===== config.mk =====
export PLATFORM = sky130hd
export DESIGN_NAME = reg_bus_arbiter
export DESIGN_NICKNAME = d
export VERILOG_FILES = /design/src/rtl/reg_bus_arbiter_pkg.sv /design/src/rtl/reg_bus_arbiter_rr_priority_pick.sv /design/src/rtl/reg_bus_arbiter.sv
export SDC_FILE = /design/constraint.sdc
export NUM_CORES = 1
export LEC_CHECK = 0
export CAP_MARGIN = 15
export CORE_UTILIZATION = 40
export CTS_CLUSTER_SIZE = 40
export DETAILED_ROUTE_END_ITERATION = 8
export HOLD_SLACK_MARGIN = 0.05
export PLACE_DENSITY = 0.85
export SLEW_MARGIN = 20
export SYNTH_ARGS = -nofsm -noshare
export SYNTH_HDL_FRONTEND = slang
export SYNTH_SLANG_ARGS = --single-unit

===== constraint.sdc =====
create_clock -name Clock -period 4.8 [get_ports Clock]
set_clock_uncertainty 0.05 [all_clocks]
set_input_delay 0.48 -clock Clock [delete_from_list [all_inputs] [get_ports Clock]]
set_output_delay 0.48 -clock Clock [all_outputs]
set_load 0.05 [all_outputs]

===== src/rtl/reg_bus_arbiter_pkg.sv =====
// Shared types and helpers for the register-bus arbiter.
// Holds the sequencer state encoding and the one-hot decode used for register selects.
package reg_bus_arbiter_pkg;

  localparam int unsigned MaxRegs = 256;
  localparam int unsigned IdxBits = 8;

  typedef enum logic [2:0] {
    IDLE    = 3'd0,
    GRANT   = 3'd1,
    RD      = 3'd2,
    WR_WAIT = 3'd3,
    DONE    = 3'd4
  } state_e;

  // Wide one-hot decode; callers truncate to their register count with a sized cast.
  function automatic logic [MaxRegs-1:0] onehot(input logic [IdxBits-1:0] idx);
    onehot = MaxRegs'(1) << idx;
  endfunction

endpackage


===== src/rtl/reg_bus_arbiter_rr_priority_pick.sv =====
// Round-robin pick: first asserted request at or after the pointer, wrapping.
// Purely combinational; returns the one-hot pick and its binary index.
module rr_priority_pick #(
  parameter int unsigned NrOfReq = 2,
  parameter int unsigned IdxW    = (NrOfReq > 1) ? $clog2(NrOfReq) : 1
) (
  input  logic [NrOfReq-1:0] req,
  input  logic [IdxW-1:0]    ptr,
  output logic [NrOfReq-1:0] pick_c,
  output logic [IdxW-1:0]    pick_idx_c,
  output logic               any_c
);

  logic [IdxW-1:0] cand;

  always_comb begin
    pick_c     = '0;
    pick_idx_c = '0;
    any_c      = 1'b0;
    cand       = '0;
    for (int unsigned i = 0; i < NrOfReq; i++) begin
      cand = IdxW'((32'(ptr) + i) % NrOfReq);
      if (!any_c && req[cand]) begin
        any_c        = 1'b1;
        pick_c[cand] = 1'b1;
        pick_idx_c   = cand;
      end
    end
  end

endmodule


===== src/rtl/reg_bus_arbiter.sv =====
// Round-robin sequencer sharing one bank of tristate-output registers between requesters.
// Drives one register select at a time, strobes loads only on Tick, returns data with ack.
module reg_bus_arbiter
  import reg_bus_arbiter_pkg::*;
#(
  parameter int unsigned NrOfReq  = 2,
  parameter int unsigned NrOfRegs = 8,
  parameter int unsigned AddrBits = 3,
  parameter int unsigned NrOfBits = 32
) (
  input  logic                         Clock,
  input  logic                         Reset,
  input  logic                         Tick,
  input  logic [NrOfReq-1:0]           req,
  input  logic [NrOfReq-1:0]           we,
  input  logic [NrOfReq*AddrBits-1:0]  addr,
  input  logic [NrOfReq*NrOfBits-1:0]  wdata,
  output logic [NrOfReq-1:0]           gnt,
  output logic [NrOfReq-1:0]           ack,
  output logic                         err,
  output logic [NrOfBits-1:0]          rdata,
  output logic [NrOfRegs-1:0]          reg_cs,
  output logic [NrOfRegs-1:0]          reg_ce,
  output logic [NrOfBits-1:0]          reg_d,
  input  logic [NrOfBits-1:0]          bus_q,
  output logic                         busy
);

  localparam int unsigned IdxW = (NrOfReq > 1) ? $clog2(NrOfReq) : 1;

  state_e                state_q, state_d;
  logic [IdxW-1:0]       ptr_q, ptr_d;
  logic [IdxW-1:0]       sel_q, sel_d;
  logic                  we_q, we_d;
  logic [AddrBits-1:0]   addr_q, addr_d;
  logic [NrOfBits-1:0]   wdata_q, wdata_d;
  logic                  bad_q, bad_d;

  logic [NrOfReq-1:0]    gnt_d, ack_d;
  logic                  err_d, busy_d;
  logic [NrOfBits-1:0]   rdata_d, reg_d_d;
  logic [NrOfRegs-1:0]   cs_d, ce_d;
  logic [NrOfRegs-1:0]   addr_sel_c;

  logic [NrOfReq-1:0]    pick_c;
  logic [IdxW-1:0]       pick_idx_c;
  logic                  any_c;

  rr_priority_pick #(
    .NrOfReq (NrOfReq),
    .IdxW    (IdxW)
  ) u_pick (
    .req        (req),
    .ptr        (ptr_q),
    .pick_c     (pick_c),
    .pick_idx_c (pick_idx_c),
    .any_c      (any_c)
  );

  assign addr_sel_c = NrOfRegs'(onehot(IdxBits'(addr_q)));

  // State and registered outputs; reset aborts any transaction with no ack or strobe.
  always_ff @(posedge Clock or negedge Reset) begin
    if (!Reset) begin
      state_q <= IDLE;
      ptr_q   <= '0;
      sel_q   <= '0;
      we_q    <= 1'b0;
      addr_q  <= '0;
      wdata_q <= '0;
      bad_q   <= 1'b0;
      gnt     <= '0;
      ack     <= '0;
      err     <= 1'b0;
      rdata   <= '0;
      reg_cs  <= '0;
      reg_ce  <= '0;
      reg_d   <= '0;
      busy    <= 1'b0;
    end else begin
      state_q <= state_d;
      ptr_q   <= ptr_d;
      sel_q   <= sel_d;
      we_q    <= we_d;
      addr_q  <= addr_d;
      wdata_q <= wdata_d;
      bad_q   <= bad_d;
      gnt     <= gnt_d;
      ack     <= ack_d;
      err     <= err_d;
      rdata   <= rdata_d;
      reg_cs  <= cs_d;
      reg_ce  <= ce_d;
      reg_d   <= reg_d_d;
      busy    <= busy_d;
    end
  end

  // Next-state and next-output logic.
  always_comb begin
    state_d = state_q;
    ptr_d   = ptr_q;
    sel_d   = sel_q;
    we_d    = we_q;
    addr_d  = addr_q;
    wdata_d = wdata_q;
    bad_d   = bad_q;
    gnt_d   = gnt;
    ack_d   = '0;
    err_d   = 1'b0;
    rdata_d = rdata;
    cs_d    = reg_cs;
    ce_d    = reg_ce;
    reg_d_d = reg_d;

    unique case (state_q)
      IDLE: begin
        if (any_c) begin
          sel_d = pick_idx_c;
          for (int unsigned i = 0; i < NrOfReq; i++) begin
            if (pick_c[i]) begin
              we_d    = we[i];
              addr_d  = addr[i*AddrBits +: AddrBits];
              wdata_d = wdata[i*NrOfBits +: NrOfBits];
            end
          end
          gnt_d   = pick_c;
          state_d = GRANT;
        end
      end

      GRANT: begin
        bad_d = (32'(addr_q) >= NrOfRegs);
        if (32'(addr_q) >= NrOfRegs) begin
          state_d = DONE;
        end else begin
          cs_d    = addr_sel_c;
          reg_d_d = wdata_q;
          if (we_q) begin
            ce_d    = addr_sel_c;
            state_d = WR_WAIT;
          end else begin
            state_d = RD;
          end
        end
      end

      RD: begin
        rdata_d = bus_q;
        cs_d    = '0;
        state_d = DONE;
      end

      // ce stays high until a Tick cycle has passed, giving exactly one load.
      WR_WAIT: begin
        if (Tick) begin
          ce_d    = '0;
          cs_d    = '0;
          state_d = DONE;
        end
      end

      DONE: begin
        ack_d   = gnt;
        err_d   = bad_q;
        gnt_d   = '0;
        cs_d    = '0;
        ce_d    = '0;
        bad_d   = 1'b0;
        ptr_d   = (sel_q == IdxW'(NrOfReq - 1)) ? '0 : IdxW'(sel_q + 1'b1);
        state_d = IDLE;
      end

      default: begin
        gnt_d   = '0;
        cs_d    = '0;
        ce_d    = '0;
        state_d = IDLE;
      end
    endcase

    busy_d = (state_d != IDLE);
  end

endmodule

# == Word level (Yosys, flattened, before mapping) ==
# Index checks and enable logic that the tools add are counted.
# word_totals
in_bits,109
register_bits,126
word_cells,77
output_inout_bits,86
# op_classes
reduce_logical,14
muxes,32
order_cmp,4
shift,1
bitwise_logic,4
n_addsub,2
n_eq_ne,7
# op_table
operator,count
2-to-1 mux 32 bit,2
one-hot mux 8 bit (3 select lines),2
2-to-1 mux 8 bit,2
2-to-1 mux 1 bit,14
2-to-1 mux 3 bit,4
one-hot mux 3 bit (4 select lines),1
2-to-1 mux 2 bit,4
<< shifter 1 x 3 -> 8 bit (first input constant),1
equality test 3 x 2 -> 1 bit (second input constant),2
inequality test 2 bit (second input constant),3
AND reduction 2 bit,3
AND reduction 3 bit,2
less-than comparator 1 x 2 -> 1 bit (second input constant),2
one-hot mux 2 bit (2 select lines),1
equality test 3 x 1 -> 1 bit (second input constant),1
equality test 3 bit (second input constant),1
logical AND 1 bit,3
logical NOT 3 bit,1
inverter 1 bit,3
nonzero test 3 bit,1
OR reduction 3 bit,1
adder 1 bit (second input constant),2
demux 1 bit (select 1 bit),2
>= comparator 1 bit (second input constant),2
4 further kinds,4

# == Logic depth before layout (Yosys ltp) ==
# Gate-level depths: netlist (run 1).
# logic_depth
ltp_word,9
ltp_mapped,6
depth_no_buf,3

# == Hierarchy ==
# Synthesis (run 1) repeated with hierarchy kept, for this count alone.
# hier_totals
cells_unflattened,357
area_unflattened_um2,5311.3
# modules_own_cells
module,area_per_inst_um2,seq_area_each_um2,instances,cells_per_inst
reg_bus_arbiter,5278.8,3153.0,1,352
rr_priority_pick,32.5,0.0,1,5

# == Worst setup path before layout (run 1) ==
# OpenSTA, ideal clock, no wires.
# synth_path
path_type,reg2reg
start,register state_q[2]
end,register wdata_q[25]
setup_time_ps,123
path_stages_with_launch,7
period_less_slack_ps,1738
path_slack_ps,3062
path_buffers,3
required_ps,4627
arrival_time_ps,1565
cell_sequence,dfrtp_1 buf_6 or3_4 buf_6 buf_6 or3_1 o221a_2
# synth_via
elab_chain_cells,2
# synth_rtl
item,line,source
"start, declared",reg_bus_arbiter.sv:31,"state_e state_q, state_d;"
"start signal, assigned",reg_bus_arbiter.sv:81,state_q <= state_d;
logical NOT 3 bit,reg_bus_arbiter.sv:116,unique case (state_q)
AND reduction 3 bit (no source line),n/a,
"end signal, assigned",reg_bus_arbiter.sv:86,wdata_q <= wdata_d;
"end, declared",reg_bus_arbiter.sv:36,"logic [NrOfBits-1:0] wdata_q, wdata_d;"
# No other way between the ends.
# A chain may end at the register's enable or synchronous reset.

# == Final worst setup path (run 1) ==
# layout_path
start,register reg_ce[7]
end,output reg_ce[7]
# layout_lines
item,line,source
"start, declared",reg_bus_arbiter.sv:23,"output logic [NrOfRegs-1:0] reg_ce,"
"start signal, assigned",reg_bus_arbiter.sv:77,reg_ce <= '0;
"start signal, assigned",reg_bus_arbiter.sv:93,reg_ce <= ce_d;
# No word-level cell between the ends.

==> results of run 1 <==
[cells in the final DEF (no fill, tap or decap), drive strengths merged, types with 2 or more instances in the layout]
cell,netlist,final
clkbuf,11,21
o2bb2ai,8,8
nand2,3,3
nor2,4,4
a22o,6,6
o221a,36,36
mux2,65,65
clkinv,0,7
a32o,2,2
or3,37,37
clkdlybuf4s50,0,192
bufinv,0,2
and3,2,2
buf,13,5
dfrtp,126,126
inv,5,5
a21bo,2,2
nor2b,4,4
nor3b,2,2
nand2b,3,3
a21oi,8,8
o21ai,4,4
[metrics by stage]
step | area, sq um | setup WS [ns]
detailed placement | 7147 | 2.366
finish | 7692 | 2.676
CTS | 7692 | 2.644
global placement | 7147 | 2.419
global route | 7692 | 2.618
floorplan | 5091 | 3.062
[final timing paths]
kind	start	endpoint	slack, ns	cells after the start
min in group Clock	sel_q	ptr_q	0.41	1
worst max register to register	state_q[2]	wdata_q[13]	2.80	3
worst min register to register	sel_q	ptr_q	0.41	1
worst min-delay path	Reset	reg_ce[7]	0.16	1
worst max-delay path	reg_ce[7]	reg_ce[7]	2.68	1
max in group asynchronous	Reset	reg_d[1]	3.32	2
[synthesized netlist by cell type, drive strengths merged, types with 5 or more instances]
| master | n |
|---|---|
| buf | 13 |
| o221a | 36 |
| a21oi | 8 |
| or3 | 37 |
| inv | 5 |
| o2bb2ai | 8 |
| mux2 | 65 |
| a22o | 6 |
| clkbuf | 11 |
| dfrtp | 126 |
[state kept, by name, summed over array words and instances, names as in the netlist, 2 cells and up]
register and count:
ack 2, addr_q 3, gnt 2, rdata 32
reg_ce 8, reg_cs 8, reg_d 32, state_q 3
wdata_q 32
[power groups by stage]
stage / combinational [W] / sequential, W / clock [W]
2_1_floorplan: 0.00114 / 0.00296 / 0
3_3_place_gp: 0.00314 / 0.00189 / 0
3_5_place_dp: 0.00322 / 0.00191 / 0
4_1_cts: 0.00323 / 0.00191 / 0.00121
5_1_grt: 0.00336 / 0.00197 / 0.00127
6_report: 0.00319 / 0.00191 / 0.00119
[routing by layer]
metal	vias up	GRT usage	share of wire
met4	0	0.09264	0.022
met5	-	0	0
li1	1706	-	-
met1	1861	0.2293	0.41
met2	139	0.3455	0.51
met3	23	0.05799	0.063
[layout make-up]
class | count | share of cell area
clock inverter | 9 | 0.01236
multi-input combinational | 195 | 0.2347
clock buffer | 21 | 0.05856
sequential | 126 | 0.4099
timing repair buffer | 197 | 0.2547
tap | 168 | 0.02733
inverter | 5 | 0.002440
[cell families (layout without fill, tap and decap cells)]
group | Yosys count | after routing | synth area share
DFF | 126 | 126 | 0.6193
AOI/OAI and AO/OA | 69 | 69 | 0.1288
muxes | 65 | 65 | 0.1438
and+or+nand+nor | 60 | 60 | 0.07741
buffers and inverters | 29 | 232 | 0.02998
other | 1 | 1 | 0.0007366
==> impl_metrics.yaml, run 1 <==
outcome:
  status: "complete, no violations"
worst_setup_path:
  path_delay_family: "buffers and inverters"
  critPathRequiredTime_ns: 4.27
  path_buf_inv: 1
  crit_type: "reg2out"
  end_kind: "output pin"
  crit_fanout: 2
  critPathSlowestCell: "clkdlybuf4s50_1"
  cp-start-kind: "flip-flop"
  max_stage_delay_ns: 0.83
  cp.arrival_ns: 1.59
  crit_chain: "clkdlybuf4s50_1"
global_routing:
  grt_usage: 0.1996
  grt_pass1_wl_mm: 19.73
  grt_max_degree: 78
  overflow: 0
  grt_pass1_vias: 3928
  antenna_found_initial: 0
routing:
  vias: 3729
  wl_mm: 12.30
  post-route-drc-count: 0
  via_per_inst: 5.172
  firstDrtPassIters: 4
  ant_nets: 0
  wire_per_inst_microns: 17.06
  drtIter0Drc: 181
clock_tree:
  cts_tree: "built"
  cts.sinks: 126
  clockBufferDepth: 2
  cts_setup_buffers: 0
  cts.clk_slew.worst_paths_ns: 0.05
  clock-root-buffer: "clkbuf_16"
  htree_levels: 4
  cts_buffers: 17
  ctsHoldBuffers: 0
  clk_latency_ns: 0.41
  cts-resized-gates: 0
layout:
  areaGrowthSynthToFinish_pct: 51.09
  register_area_sq_um: 3153
  nFillCells: 939
  final_util: 0.6299
  multi_input_area_sq_um: 1805
  stdcell_count: 721
  layout.nets: 651
  num_antenna_cells: 0
  drive_gt1_frac: 0.2532
yosys:
  synth_top_area_share: 0.6193
  ys_async_sr_fraction: 1.000
  ys.flop_type: "dfrtp_1"
  yosysTopAreaCell: "dfrtp_1"
  synthDistinctLibCells: 35
  yosysWarningCount: 0
  seq_area_frac_synth: 0.6193
  synth-edff-count: 0
  ys_seq_elements: 126
  netlist_instances: 350
  yosys-top-cells-area: "dfrtp_1 (62%), mux2_2 (14%), o221a_2 (7.5%), or3_1 (4.4%), o2bb2ai_1 (1.4%)"
  synthesis.area_sq_um: 5091
  syn_avg_cell_area_sq_um: 14.55
  syn-num-nets: 459
pwr:
  power.internal_w: 0.003643
  seq_power_share: 0.303
  p_sw_frac: 0.4201
  pwr-share-comb: 0.508
  powerDensity_nw_per_um2: 816.8
  ir_worst_vdd_mv: 0.4216
  switchingPower_w: 0.002639
  finalPower_w: 0.006283
  pwr-share-clk: 0.189
  leakage_nw: 3.038
floorplan:
  die_y_microns: 114.8
  start_util: 0.4169
  core.rowCount: 40
  dieArea_sq_um: 13180
  ioPinCount: 195
  core-area_sq_um: 12210
  die_w_microns: 114.8
run:
  cap_viol_max_count: 0
timing:
  min_period_over_period: 0.4425
  rsz0062_at_grt: "no"
  tightest_slew_ns: 0.9680
  max_freq_mhz: 470.8
  period_needed_ns: 2.124
  max_slew_margin: 0.3522
  tns_ns: 0
  hold_viol_final: 0
  whs_ns: 0.1640
  finalSetupViolCount: 0
  slew_viol_final: 0
placement:
  dp_hpwl_mm: 8.536
  dp.cells: 691
  globalplace.congestion: 0.8072
  port_buffers: 193
min_path:
  hold_class: "in2async"
Note: power is estimated with default switching activity, not from simulation.
==> run 2, diff against run 1 <==
- PLACE_DENSITY: 0.85 -> 0.88
- clock period: 4.8 -> 1.8 ns (I/O delays scaled with it)
==> impl_metrics.yaml, run 2 (synthesis gave the netlist of run 1 again) <==
outcome:
  status: "complete, no violations"
worst_setup_path:
  max_stage_delay_ns: 0.80
  cp.depth: 1
  r2r_end: "wdata_q[26]"
  crit_type: "reg2out"
  critPathSlowestCell: "clkdlybuf4s50_1"
  path_buf_inv: 1
  r2r_start: "state_q[2]"
  path_delay_family: "buffers and inverters"
  end_kind: "output pin"
  startpoint: "rdata[28]"
  crit_chain: "clkdlybuf4s50_1"
  cp.arrival_ns: 1.54
  cp-start-kind: "flip-flop"
  r2r_slack_ns: 0.06
  critPathRequiredTime_ns: 1.57
  reg2reg_depth: 3
  crit_fanout: 2
  cp-endpoint: "rdata[28]"
pwr:
  leakage_nw: 3.627
  ir_worst_vdd_mv: 0.9857
  powerDensity_nw_per_um2: 2162
clock_tree:
  cts_tree: "built"
  cts.sinks: 126
  cts.clk_slew.worst_paths_ns: 0.06
  clk_latency_ns: 0.41
  cts_buffers: 17
  clock-root-buffer: "clkbuf_16"
  clockBufferDepth: 2
  htree_levels: 4
global_routing:
  overflow: 0
  grt_pass1_vias: 4101
  antenna_found_initial: 0
  grt_max_degree: 69
  grt_usage: 0.2019
  grt_pass1_wl_mm: 20.34
layout:
  areaGrowthSynthToFinish_pct: 58.98
  drive_gt1_frac: 0.2939
  largest_registers: "rdata: 32 flops, reg_d: 32 flops, wdata_q: 32 flops"
  final_cell_area_sq_um: 8094
  num_antenna_cells: 0
  final_common_cell: "dfrtp_1"
  layout.nets: 671
  final_cell_mix: "dfrtp_1 (125), clkdlybuf4s50_1 (108), mux2_2 (65), dlygate4sd2_1 (47), or3_1 (36)"
timing:
  max_slew_margin: 0.5234
  min_period_over_period: 0.9846
  worst_slack_ns: 0.02778
  finalSetupViolCount: 0
  hold_viol_final: 0
  max_freq_mhz: 564.3
  tightest_slew_ns: 0.7150
  period_needed_ns: 1.772
  slew_viol_final: 0
routing:
  firstDrtPassIters: 4
  wl_mm: 12.79
  ant_nets: 0
  vias: 3816
  post-route-drc-count: 0
  drtIter0Drc: 257
  wire_per_inst_microns: 17.21
  via_per_inst: 5.136
floorplan:
  die_w_microns: 114.8
  ioPinCount: 195
  core.rowCount: 40
  core-area_sq_um: 12210
  dieArea_sq_um: 13180
  start_util: 0.4169
  die_y_microns: 114.8
placement:
  dpl_cell_area_sq_um: 7367
  pre_cts_ws_ns: -0.04910
  globalplace.congestion: 0.7704
  port_buffers: 193
  dp_hpwl_mm: 8.855
run:
  cap_viol_max_count: 0
min_path:
  hold_class: "in2async"
[run 2: cell types whose count changed in the layout (fill, tap and decap cells not counted), sizes merged, moves of 2 or more]
| cell | delta |
|---|---|
| clkdlybuf4s50 | -84 |
| dlygate4sd2 | +47 |
| dlymetal6s2s | +32 |
| buf | +23 |
| bufinv | +3 |
| clkinv | -2 |
| inv | +2 |
[run 2: worst register-to-register path, cell delays in order (launching register included)]
cell,delay (ns)
dfrtp_1,0.42
or3_4,0.59
or3_1,0.43
o221a_2,0.14
[run 2: layout make-up]
type | instances | area (sq um)
clock buffer | 19 | 442.9
tap | 168 | 210.2
multi-input combinational | 195 | 1805
timing repair buffer | 217 | 2251
sequential | 126 | 3154
clock inverter | 13 | 211.5
fill | 917 | 4118
inverter | 5 | 18.77
[run 2: report_power, final]
| part | internal [W] | switching, W | total (W) | leakage, nW |
|---|---|---|---|---|
| logic | 0.00355 | 0.00526 | 0.00880 | 1.84 |
| registers | 0.00419 | 0.000757 | 0.00495 | 1.47 |
| clock network | 0.00250 | 0.00124 | 0.00375 | 0.318 |
[run 2: worst min-delay path by stage]
stage / slack (ns) / end
2_1_floorplan: -0.17 / ack[0]
5_1_grt: 0.33 / reg_ce[3]
4_1_cts: 0.28 / reg_cs[4]
3_5_place_dp: 0.17 / reg_cs[4]
3_3_place_gp: 0.15 / reg_cs[4]
6_report: 0.28 / reg_cs[4]
[run 2: what timing repair did]
item,4_1_cts,5_1_grt
pin swaps,0,1
setup buffers,0,2
gates cloned,0,1
hold buffers,1,0
endpoints found under the hold margin,126,0
setup endpoints to repair,47,37
resized for setup,47,33
[run 2: metal layers]
metal	global-route usage	share of wire
met1	0.2453	0.42
met2	0.3519	0.51
met3	0.04902	0.054
met4	0.07100	0.015
met5	0	0
[run 2: through the flow]
step	total power [W]	instances	util	hold WS [ns]	setup TNS, ns
final	0.01750	743	0.6628	0.2799	0
after global routing	0.01833	743	0.6628	0.3262	-0.03055
after CTS	0.01758	740	0.6529	0.2837	0
after detailed placement	0.01410	707	0.6033	0.1668	-1.390
after global placement	0.01384	707	0.6033	0.1528	0
after floorplan	0.01092	350	-	-0.1656	0
